## config.mk

```make
export PLATFORM = sky130hd
export DESIGN_NAME = vga_timing_gen
export DESIGN_NICKNAME = d
export VERILOG_FILES = /design/src/rtl/vga_pkg.sv /design/src/rtl/sync_2ff.sv /design/src/rtl/vga_timing_gen.sv
export SDC_FILE = /design/constraint.sdc
export NUM_CORES = 1
export LEC_CHECK = 0
export CAP_MARGIN = 30
export CORE_UTILIZATION = 28
export DETAILED_ROUTE_END_ITERATION = 12
export SLEW_MARGIN = 20
export SYNTH_ARGS = -nofsm -noshare
export SYNTH_HDL_FRONTEND = slang
export SYNTH_HIERARCHICAL = 1
export SYNTH_SLANG_ARGS = --single-unit
export TNS_END_PERCENT = 1
```

## constraint.sdc

```tcl
create_clock -name pixel_clk -period 2.4 [get_ports pixel_clk]
set_input_delay 0.36 -clock pixel_clk [delete_from_list [all_inputs] [get_ports pixel_clk]]
set_output_delay 0.36 -clock pixel_clk [all_outputs]
set_load 0.02 [all_outputs]
```

## src/rtl/vga_pkg.sv

```systemverilog
// Shared definitions for the VGA timing generator.
// Holds the 640x480@60 default timing, the counter widths and the FSM state type.
// The optional frame counter is enabled by defining VGA_TIMING_FRAME_CNT_EN.
package vga_pkg;

   localparam int unsigned COUNT_W     = 10;
   localparam int unsigned FRAME_CNT_W = 16;

   // 640x480@60 horizontal timing, in pixels
   localparam int unsigned DEF_H_ACTIVE = 640;
   localparam int unsigned DEF_H_FP     = 16;
   localparam int unsigned DEF_H_SYNC   = 96;
   localparam int unsigned DEF_H_BP     = 48;

   // 640x480@60 vertical timing, in lines
   localparam int unsigned DEF_V_ACTIVE = 480;
   localparam int unsigned DEF_V_FP     = 10;
   localparam int unsigned DEF_V_SYNC   = 2;
   localparam int unsigned DEF_V_BP     = 33;

   typedef enum logic {
      WAIT_LOCK = 1'b0,
      RUN       = 1'b1
   } vga_state_e;

endpackage : vga_pkg

```

## src/rtl/sync_2ff.sv

```systemverilog
// Two-flop synchronizer for a single-bit level crossing into clk_i.
// Ports:
//   clk_i - destination clock
//   rst_i - synchronous active-high reset, clears both flops
//   d_i   - asynchronous input level
//   q_o   - synchronized level
module sync_2ff (
   input  logic clk_i,
   input  logic rst_i,
   input  logic d_i,
   output logic q_o
);

   logic meta_q;
   logic sync_q;

   always_ff @(posedge clk_i) begin
      if (rst_i) begin
         meta_q <= 1'b0;
         sync_q <= 1'b0;
      end else begin
         meta_q <= d_i;
         sync_q <= meta_q;
      end
   end

   assign q_o = sync_q;

endmodule : sync_2ff

```

## src/rtl/vga_timing_gen.sv

```systemverilog
// VGA raster timing generator: pixel/line counters, sync and active decode,
// frame start pulse and an optional completed-frame counter.
// Counting only runs while the synchronized MMCM lock is high.
// Ports:
//   pixel_clk   - pixel clock, only clock of the block
//   reset       - synchronous active-high reset
//   locked      - MMCM lock, asynchronous to pixel_clk
//   hsync/vsync - sync outputs, asserted level set by HSYNC_POL/VSYNC_POL
//   active      - pixel lies in the visible region
//   h_count     - horizontal position 0..H_TOTAL-1
//   v_count     - vertical position 0..V_TOTAL-1
//   frame_start - one-cycle pulse at h_count=0, v_count=0
//   frame_count - completed frames; constant 0 unless VGA_TIMING_FRAME_CNT_EN is defined
// All outputs are registered and describe the same h_count/v_count.
module vga_timing_gen
   import vga_pkg::*;
#(
   parameter int unsigned H_ACTIVE  = DEF_H_ACTIVE,
   parameter int unsigned H_FP      = DEF_H_FP,
   parameter int unsigned H_SYNC    = DEF_H_SYNC,
   parameter int unsigned H_BP      = DEF_H_BP,
   parameter int unsigned V_ACTIVE  = DEF_V_ACTIVE,
   parameter int unsigned V_FP      = DEF_V_FP,
   parameter int unsigned V_SYNC    = DEF_V_SYNC,
   parameter int unsigned V_BP      = DEF_V_BP,
   parameter logic        HSYNC_POL = 1'b0,
   parameter logic        VSYNC_POL = 1'b0
) (
   input  logic                   pixel_clk,
   input  logic                   reset,
   input  logic                   locked,
   output logic                   hsync,
   output logic                   vsync,
   output logic                   active,
   output logic [COUNT_W-1:0]     h_count,
   output logic [COUNT_W-1:0]     v_count,
   output logic                   frame_start,
   output logic [FRAME_CNT_W-1:0] frame_count
);

   localparam int unsigned H_TOTAL = H_ACTIVE + H_FP + H_SYNC + H_BP;
   localparam int unsigned V_TOTAL = V_ACTIVE + V_FP + V_SYNC + V_BP;

   localparam logic [COUNT_W-1:0] H_LAST   = COUNT_W'(H_TOTAL - 1);
   localparam logic [COUNT_W-1:0] V_LAST   = COUNT_W'(V_TOTAL - 1);
   localparam logic [COUNT_W-1:0] H_ACT_C  = COUNT_W'(H_ACTIVE);
   localparam logic [COUNT_W-1:0] V_ACT_C  = COUNT_W'(V_ACTIVE);
   localparam logic [COUNT_W-1:0] HS_BEG_C = COUNT_W'(H_ACTIVE + H_FP);
   localparam logic [COUNT_W-1:0] HS_END_C = COUNT_W'(H_ACTIVE + H_FP + H_SYNC);
   localparam logic [COUNT_W-1:0] VS_BEG_C = COUNT_W'(V_ACTIVE + V_FP);
   localparam logic [COUNT_W-1:0] VS_END_C = COUNT_W'(V_ACTIVE + V_FP + V_SYNC);

   logic locked_s;

   vga_state_e         state_q, state_d;
   logic [COUNT_W-1:0] h_q, h_d;
   logic [COUNT_W-1:0] v_q, v_d;
   logic               hsync_q, hsync_d;
   logic               vsync_q, vsync_d;
   logic               active_q, active_d;
   logic               fs_q, fs_d;
   logic               run_d;

   // Lock crosses from the MMCM domain
   sync_2ff u_lock_sync (
      .clk_i (pixel_clk),
      .rst_i (reset),
      .d_i   (locked),
      .q_o   (locked_s)
   );

   // State and output registers; reset wins over every other update
   always_ff @(posedge pixel_clk) begin
      if (reset) begin
         state_q  <= WAIT_LOCK;
         h_q      <= '0;
         v_q      <= '0;
         hsync_q  <= ~HSYNC_POL;
         vsync_q  <= ~VSYNC_POL;
         active_q <= 1'b0;
         fs_q     <= 1'b0;
      end else begin
         state_q  <= state_d;
         h_q      <= h_d;
         v_q      <= v_d;
         hsync_q  <= hsync_d;
         vsync_q  <= vsync_d;
         active_q <= active_d;
         fs_q     <= fs_d;
      end
   end

   // Next state, next counts, and decode of the next counts so outputs stay aligned
   always_comb begin
      state_d = state_q;
      h_d     = '0;
      v_d     = '0;

      case (state_q)
         WAIT_LOCK: begin
            if (locked_s) state_d = RUN;
         end
         RUN: begin
            if (!locked_s) begin
               state_d = WAIT_LOCK;
            end else if (h_q == H_LAST) begin
               h_d = '0;
               v_d = (v_q == V_LAST) ? '0 : v_q + COUNT_W'(1);
            end else begin
               h_d = h_q + COUNT_W'(1);
               v_d = v_q;
            end
         end
         default: state_d = WAIT_LOCK;
      endcase

      run_d    = (state_d == RUN);
      hsync_d  = (run_d && (h_d >= HS_BEG_C) && (h_d < HS_END_C)) ? HSYNC_POL : ~HSYNC_POL;
      vsync_d  = (run_d && (v_d >= VS_BEG_C) && (v_d < VS_END_C)) ? VSYNC_POL : ~VSYNC_POL;
      active_d = run_d && (h_d < H_ACT_C) && (v_d < V_ACT_C);
      fs_d     = run_d && (h_d == '0) && (v_d == '0);
   end

`ifdef VGA_TIMING_FRAME_CNT_EN
   logic [FRAME_CNT_W-1:0] fc_q, fc_d;
   logic                   frame_wrap;

   // Only a wrap inside RUN counts; the pulse on entry from WAIT_LOCK does not
   assign frame_wrap = (state_q == RUN) && locked_s && (h_q == H_LAST) && (v_q == V_LAST);
   assign fc_d       = frame_wrap ? fc_q + FRAME_CNT_W'(1) : fc_q;

   always_ff @(posedge pixel_clk) begin
      if (reset) fc_q <= '0;
      else       fc_q <= fc_d;
   end

   assign frame_count = fc_q;
`else
   assign frame_count = '0;
`endif

   assign hsync       = hsync_q;
   assign vsync       = vsync_q;
   assign active      = active_q;
   assign h_count     = h_q;
   assign v_count     = v_q;
   assign frame_start = fs_q;

endmodule : vga_timing_gen
```

======== After elaboration in Yosys (flattened, before gate mapping) ========
Index checks and enable logic that the tools add are counted.
word-level totals
  input port bits ......................... 3
  word-level logic and storage cells ...... 39
  output and inout port bits .............. 40
  register bits ........................... 27
cells by class
  reduce and logical (&&, ||, !) cells .... 10
  order comparisons ....................... 6
  equal/unequal tests ..................... 2
  add/sub/neg operators ................... 2
  mux-type cells .......................... 10
operator list
  kind                                                                            number
  10-bit two-way mux                                                              7
  10-bit by 1-bit adder with 10-bit output (second input constant)                2
  10-bit equality test (second input constant)                                    2
  10-bit logical NOT                                                              2
  10-bit less-than comparator (second input constant)                             2
  10-bit by 9-bit less-than comparator with 1-bit output (second input constant)  2
  10-bit >= comparator (second input constant)                                    1
  10-bit by 9-bit >= comparator with 1-bit output (second input constant)         1
  1-bit logical AND                                                               8
  1-bit two-way mux                                                               3

======== Depth between registers and ports, before layout ========
Gate-level depths: netlist of run 1.
  depth after elaboration ................. 9
  gate-level depth with buffers ........... 8
  mapped depth without buffers ............ 8

======== Modules after synthesis ========
The synthesis of run 1 kept the hierarchy.
by module, submodules not included
  module          sequential area each (µm²)  area each (µm²)  cells each  times used
  vga_timing_gen  500.5                       1,604.0          199         1
  sync_2ff        40.0                        52.6             4           1

======== Least setup slack after synthesis of run 1 ========
Ideal clock, no wire load.
  path kind ............................... register to register
  from .................................... register h_q[0] (netlist: h_count[0])
  to ...................................... register vsync_q (netlist: vsync)
  required time ........................... 2.269 ns
  stages on the path, launching flop included .. 8
  data arrival time ....................... 1.828 ns
  buffers on the path ..................... 1
  library setup time ...................... 0.131 ns
  setup slack ............................. 0.440 ns
  period minus slack after synthesis ...... 1.960 ns
  cell sequence ........................... dfxtp_1 ha_1 and4_1 and3_1 buf_4 o2111ai_1 a211oi_2 nand4_1
on the way
  longest elaborated chain between the ends .. 8
  elaborated cells between the ends (all ways) .. 9
  classes of those cells .................. 2 x order compare; 1 x eq/ne; 4 x mux; 2 x reduce/logical
ends and longest elaborated chain
  item                                             RTL line               source
  start: declaration                               vga_timing_gen.sv:56   logic [COUNT_W-1:0] h_q, h_d;
  start signal: assignment                         vga_timing_gen.sv:76   h_q <= '0;
  start signal: assignment                         vga_timing_gen.sv:84   h_q <= h_d;
  10-bit equality test *                           vga_timing_gen.sv:106  end else if (h_q == H_LAST) begin
  10-bit two-way mux *                             vga_timing_gen.sv:106
  10-bit two-way mux *                             vga_timing_gen.sv:104  if (!locked_s) begin
  10-bit two-way mux *                             vga_timing_gen.sv:99   case (state_q)
  10-bit by 9-bit >= comparator with 1-bit output  vga_timing_gen.sv:119  vsync_d = (run_d && (v_d >= VS_BEG_C) && (v_d < VS_END_C)) ? VSYNC_POL : ~VSYNC_POL;
  1-bit logical AND                                vga_timing_gen.sv:119
  1-bit logical AND *                              vga_timing_gen.sv:119
  1-bit two-way mux *                              vga_timing_gen.sv:119
  end signal: assignment                           vga_timing_gen.sv:79   vsync_q <= ~VSYNC_POL;
  end signal: assignment                           vga_timing_gen.sv:87   vsync_q <= vsync_d;
  end: declaration                                 vga_timing_gen.sv:59   logic vsync_q, vsync_d;
Every way passes the cells marked *; elsewhere a longest branch is shown, timed or not.
A chain may end at the register's enable or synchronous reset.

======== Worst setup path in the final report of run 1 ========
Ends and elaborated chain as after synthesis.

==> flow_metrics.tcl, run 1 <==
set metrics [dict create \
    async_flop_share_pct 0 \
    worst_setup_path_start_kind "register" \
    cts-root-buf "clkbuf_8" \
    p_leak_nw 0.6531 \
    whs_ps 448.8 \
    avgSynthCellArea_um2 8.161 \
    viasPerCell 4.789 \
    io_buffers 26 \
    gp_congestion 0.8362 \
    maxCapViolations 0 \
    syn-cell-area_um2 1657 \
    n_antenna_cell 0 \
    start_util_pct 29.54 \
    grt_pass1_wl_um 6341 \
    crit_path_top_delay_cell "and3_1" \
    fp.dieArea_um2 6228 \
    num_rows 27 \
    fp.coreArea_um2 5608 \
    switchingPower_mw 0.1770 \
    pwr-share-comb_pct 4.6 \
    rsz0062_at_grt "no" \
    p_per_area_nw_per_um2 382.6 \
    pwr-share-clk_pct 35.5 \
    fillers 619 \
    antenna_found_initial 0 \
    grt.overflow.total 0 \
    cts.path.max_buffers 2 \
    synth.distinct_cells 50 \
    grt_max_degree 15 \
    synth-warning-count 6 \
    cts.sinks 27 \
    max_freq_mhz 465.0 \
    setup_viol 0 \
    dpl.hpwl_um 2837 \
    hold_buffers 0 \
    detail_route.iter0.violations 67 \
    clock_skew_ps 5.143 \
    mostFrequentLayoutCells "dfxtp_1, clkdlybuf4s50_1, nor2_1, conb_1, nand2_1" \
    vias 1427 \
    swShare_pct 23.47 \
    peakVddDrop_v 0.0002823 \
    multi_input_area_um2 987.2 \
    post-route-drc-count 0 \
    timing_hold_violations_final 0 \
    totalPowerFinal_mw 0.7545 \
    post_cts_buffers 0 \
    path_cells "ha_1 -> and4_1 -> and3_1 -> nand3_1 -> xor2_1 -> nor2_1 -> nand4_1" \
    wl_um 3747 \
    wl_per_cell_um 12.57 \
    hold_path_class "register to register" \
    ys.flop_type "dfxtp_1" \
    fp.dieW_um 78.92 \
    crit_type "register to register" \
    grt_pass1_vias 1349 \
    cts_tree "done" \
    setup_tns_ps 0 \
    power_frac_seq_pct 59.9 \
    cp_top_family "simple AND/OR/NAND/NOR gates" \
    cts_max_level 1 \
    clock_latency_ps 280 \
    nets 233 \
    seq_area_um2 540.5 \
    syn-instance-count 203 \
    grt_usage_pct 12.62 \
    io_pins 43 \
    ys_seq_elements 27 \
    cts_buffers 3 \
    endpoint_kind "register" \
    required_ps 2560 \
    drt-pass1-iter-count 4 \
    ant_nets 0 \
    period_share_pct 89.60 \
    layout-drive-gt1-share_pct 5.752 \
    fin_crit_ps 2150 \
    final_common_cell "dfxtp_1" \
    worstPathArrival_ps 2310 \
    area_delta_synth_final_pct 19.03 \
    cts_resized 0 \
    p_int_mw 0.5775 \
    die_y_um 78.92 \
    status "completed" \
    synth-edff-count 0 \
    cts.clk_slew.worst_paths_ps 100 \
    slew_violations 0 \
    cp_slowest_stage_delay_ps 450 \
    crit_buf_inv 0 \
    crit_fanout 12 \
    ys_seq_area_share_pct 32.63 \
]
[worst register-to-register path: cells and delay by family (launching register included)]
| family | cells | cell delay (ps) |
|---|---|---|
| xor gates and xnor gates | 1 | 190 |
| adders and majority gates | 1 | 260 |
| DFF | 1 | 420 |
| and+or+nand+nor | 5 | 1180 |
[state kept, by name (all words and copies together) (netlist names)]
name	cells
h_count	10
v_count	10
active	1
frame_start	1
hsync	1
state_q	1
u_lock_sync/meta_q	1
u_lock_sync/q_o	1
vsync	1
[path summary, 6_finish.rpt]
kind,from,slack (ps),cells past startpoint,to
hold / removal,u_lock_sync/meta_q,450,1,u_lock_sync/q_o
setup reg to reg,h_count[0],250,7,vsync
hold reg to reg,u_lock_sync/meta_q,450,1,u_lock_sync/q_o
setup / recovery,h_count[0],250,7,vsync
[power groups by stage]
stage | registers, mW | logic (mW) | clock network, mW
2_1_floorplan | 0.464 | 0.0453 | 0
3_5_place_dp | 0.462 | 0.0348 | 0
5_1_grt | 0.453 | 0.0377 | 0.292
6_report | 0.452 | 0.0348 | 0.268
3_3_place_gp | 0.462 | 0.0347 | 0
4_1_cts | 0.452 | 0.0349 | 0.278
[cell type report]
cell class / instances / area share, %
clock buffers: 4 / 2.284
repair buffers: 30 / 14.72
multi-input cells: 160 / 50.06
inverters: 5 / 0.9518
well taps: 72 / 4.569
flip-flops and latches: 27 / 27.41
[through the flow]
stage	instances	instance area [µm²]	util (%)	worst slack, ps
after floorplan	218	1713	-	440.5
after global placement	294	1927	34.36	322.0
after detailed placement	294	1927	34.36	257.7
after CTS	298	1972	35.16	249.6
after global routing	298	1972	35.16	1.455
final	298	1972	35.16	249.6
[per-layer routing]
layer,vias to the layer above,share of wire (%),GRT usage [%]
met5,-,0,0
met1,664,50,16.58
met4,0,0,1.636
met3,0,4.5,2.644
met2,35,46,21.74
li1,728,-,-
[Yosys cell counts, types with 2 or more instances]
library cell	number	area, µm²
o2111ai_1	2	17.52
a21o_1	2	15.01
o21bai_1	2	15.01
clkbuf_1	5	18.77
nand4_1	4	25.02
o31ai_1	2	15.01
nand3_1	10	50.05
mux2i_1	2	20.02
nor4_1	3	18.77
and2_1	3	18.77
or3_1	5	31.28
ha_1	3	37.54
and4_1	4	35.03
a211oi_1	3	22.52
buf_2	3	15.01
dfxtp_1	27	540.5
a31oi_1	2	12.51
xnor2_1	7	61.31
o22ai_1	2	12.51
inv_1	5	18.77
and3_1	4	25.02
a21oi_1	5	25.02
o21ai_0	7	35.03
nand2_1	14	52.55
nor2b_1	6	37.54
xor2_1	8	70.07
nor2_1	24	90.09
buf_4	17	127.6
[cells by family (layout without fill, tap and decap cells)]
logic type,after synthesis,in the layout,share of synthesized area [%]
simple gates,89,89,30.29
compound gates,35,35,14.27
fa+ha+maj,3,3,2.266
flops,27,27,32.63
xor+xnor,15,15,7.931
other cells,1,16,0.2264
buf+inv,31,39,11.18
mux,2,2,1.209
Note: power is estimated with default switching activity, not from simulation.
==> inputs of run 2 (changes only) <==
--- a/config.mk
+++ b/config.mk
@@ -6,9 +6,10 @@
 export NUM_CORES = 1
 export LEC_CHECK = 0
 export CAP_MARGIN = 30
-export CORE_UTILIZATION = 28
+export CORE_UTILIZATION = 48
 export DETAILED_ROUTE_END_ITERATION = 12
-export SLEW_MARGIN = 20
+export PLACE_DENSITY = 0.79
+export REMOVE_ABC_BUFFERS = 1
 export SYNTH_ARGS = -nofsm -noshare
 export SYNTH_HDL_FRONTEND = slang
 export SYNTH_HIERARCHICAL = 1
==> flow_metrics.tcl, run 2 (same netlist as run 1, synthesis figures left out) <==
set metrics [dict create \
    r2r_start "h_count[1]" \
    cts.path.max_buffers 2 \
    clock_skew_ps 5.803 \
    slew_violations 0 \
    gp_congestion 0.8961 \
    mostFrequentLayoutCells "dfxtp_1, clkdlybuf4s50_1, nor2_1, conb_1, nand2_1" \
    clock_latency_ps 340 \
    grt_pass1_wl_um 5865 \
    layout-drive-gt1-share_pct 6.222 \
    cts_buffers 3 \
    slew_headroom_pct 65.25 \
    detail_route.iter0.violations 54 \
    cts.sinks 27 \
    crit_fanout 12 \
    start_util_pct 52.54 \
    num_rows 20 \
    grt_usage_pct 21.60 \
    worst_pin_slew_ps 517.8 \
    grt_max_degree 18 \
    fp.dieW_um 60.75 \
    vias 1498 \
    timing_hold_violations_final 0 \
    io_pins 43 \
    area_delta_synth_final_pct 15.94 \
    required_ps 2640 \
    dpl.hpwl_um 2672 \
    setup_viol 0 \
    reg2reg_to "frame_start" \
    peakVddDrop_v 0.0002931 \
    n_antenna_cell 0 \
    nets 232 \
    cts-root-buf "clkbuf_4" \
    setup_tns_ps 0 \
    endpoint "frame_start" \
    ant_nets 0 \
    fin_ws_ps 182.9 \
    stdcell_area_um2 1921 \
    wl_um 3609 \
    crit_type "register to register" \
    place_inst 265 \
    final_cells 269 \
    worst_setup_path_start_kind "register" \
    post_cts_buffers 0 \
    grt.overflow.total 0 \
    pre_cts_slack_ps 236.1 \
    maxCapViolations 0 \
    final_common_cell "dfxtp_1" \
    fp.coreArea_um2 3153 \
    period_share_pct 92.38 \
    max_freq_mhz 451.0 \
    p_leak_nw 0.6458 \
    cts.clk_slew.worst_paths_ps 160 \
    antenna_found_initial 0 \
    rsz0062_at_grt "no" \
    cts_max_level 1 \
    p_per_area_nw_per_um2 366.6 \
    multi_input_area_um2 992.2 \
    worstPathArrival_ps 2460 \
    wl_per_cell_um 13.42 \
    drt-pass1-iter-count 4 \
    fin_crit_ps 2217 \
    post-route-drc-count 0 \
    r2r_slack_ps 180 \
    cts_tree "done" \
    status "completed" \
    fillers 301 \
    grt_pass1_vias 1247 \
    critPathLaunch "h_count[1]" \
    die_y_um 60.75 \
    seq_area_um2 540.5 \
    viasPerCell 5.569 \
    fp.dieArea_um2 3690 \
    hold_path_class "register to register" \
    rr_worst_depth 7 \
    endpoint_kind "register" \
    io_buffers 26 \
    placed_cell_area_um2 1884 \
]
## run 2: power by group
part | switching [mW] | internal [mW]
Clock | 0.148 | 0.0682
Combinational | 0.0277 | 0.00719
Sequential | 0.00113 | 0.452
## run 2: per-stage QoR
stage | power [mW] | hold WS, ps | util [%]
CTS | 0.7084 | 465.9 | 60.75
global placement | 0.4968 | 421.4 | 59.76
finish | 0.7042 | 466.0 | 60.91
global route | 0.7281 | 486.5 | 60.91
detailed placement | 0.4972 | 436.0 | 59.76
floorplan | 0.4891 | 413.8 | -
## run 2: cell type report
| cell class | instances | area share (%) |
|---|---|---|
| sequential | 27 | 28.14 |
| multi-input combinational | 160 | 51.66 |
| tap | 44 | 2.866 |
| timing repair buffer | 29 | 14.72 |
| inverter | 5 | 0.9772 |
| clock inverter | 1 | 0.4560 |
| clock buffer | 3 | 1.173 |
## run 2: critical path, cell delays in order (launching register included)
cell      delay (ps)
dfxtp_1          440
ha_1             250
and4_1           320
and3_1           440
nand2_2          100
o21bai_1         190
a31oi_1          110
nor4_1           250
## run 2: layer usage
metal | part of all wire (%) | global-route usage [%]
met5 | 0 | 0
met4 | 2.1 | 11.69
met3 | 6.5 | 3.625
met2 | 43 | 29.20
met1 | 48 | 32.36
## run 2: how the worst min path moves through the flow
stage	start	end	slack (ps)	cells after the start
detailed placement	u_lock_sync/meta_q	u_lock_sync/q_o	440	1
finish	u_lock_sync/meta_q	u_lock_sync/q_o	470	1
floorplan	u_lock_sync/meta_q	u_lock_sync/q_o	410	1
global placement	u_lock_sync/meta_q	u_lock_sync/q_o	420	1
global route	u_lock_sync/meta_q	u_lock_sync/q_o	490	1
CTS	u_lock_sync/meta_q	u_lock_sync/q_o	470	1
## run 2: timing repair
action	in CTS	in global routing
endpoints found under the setup margin	0	1
resized for setup	0	1
hold buffers	0	0
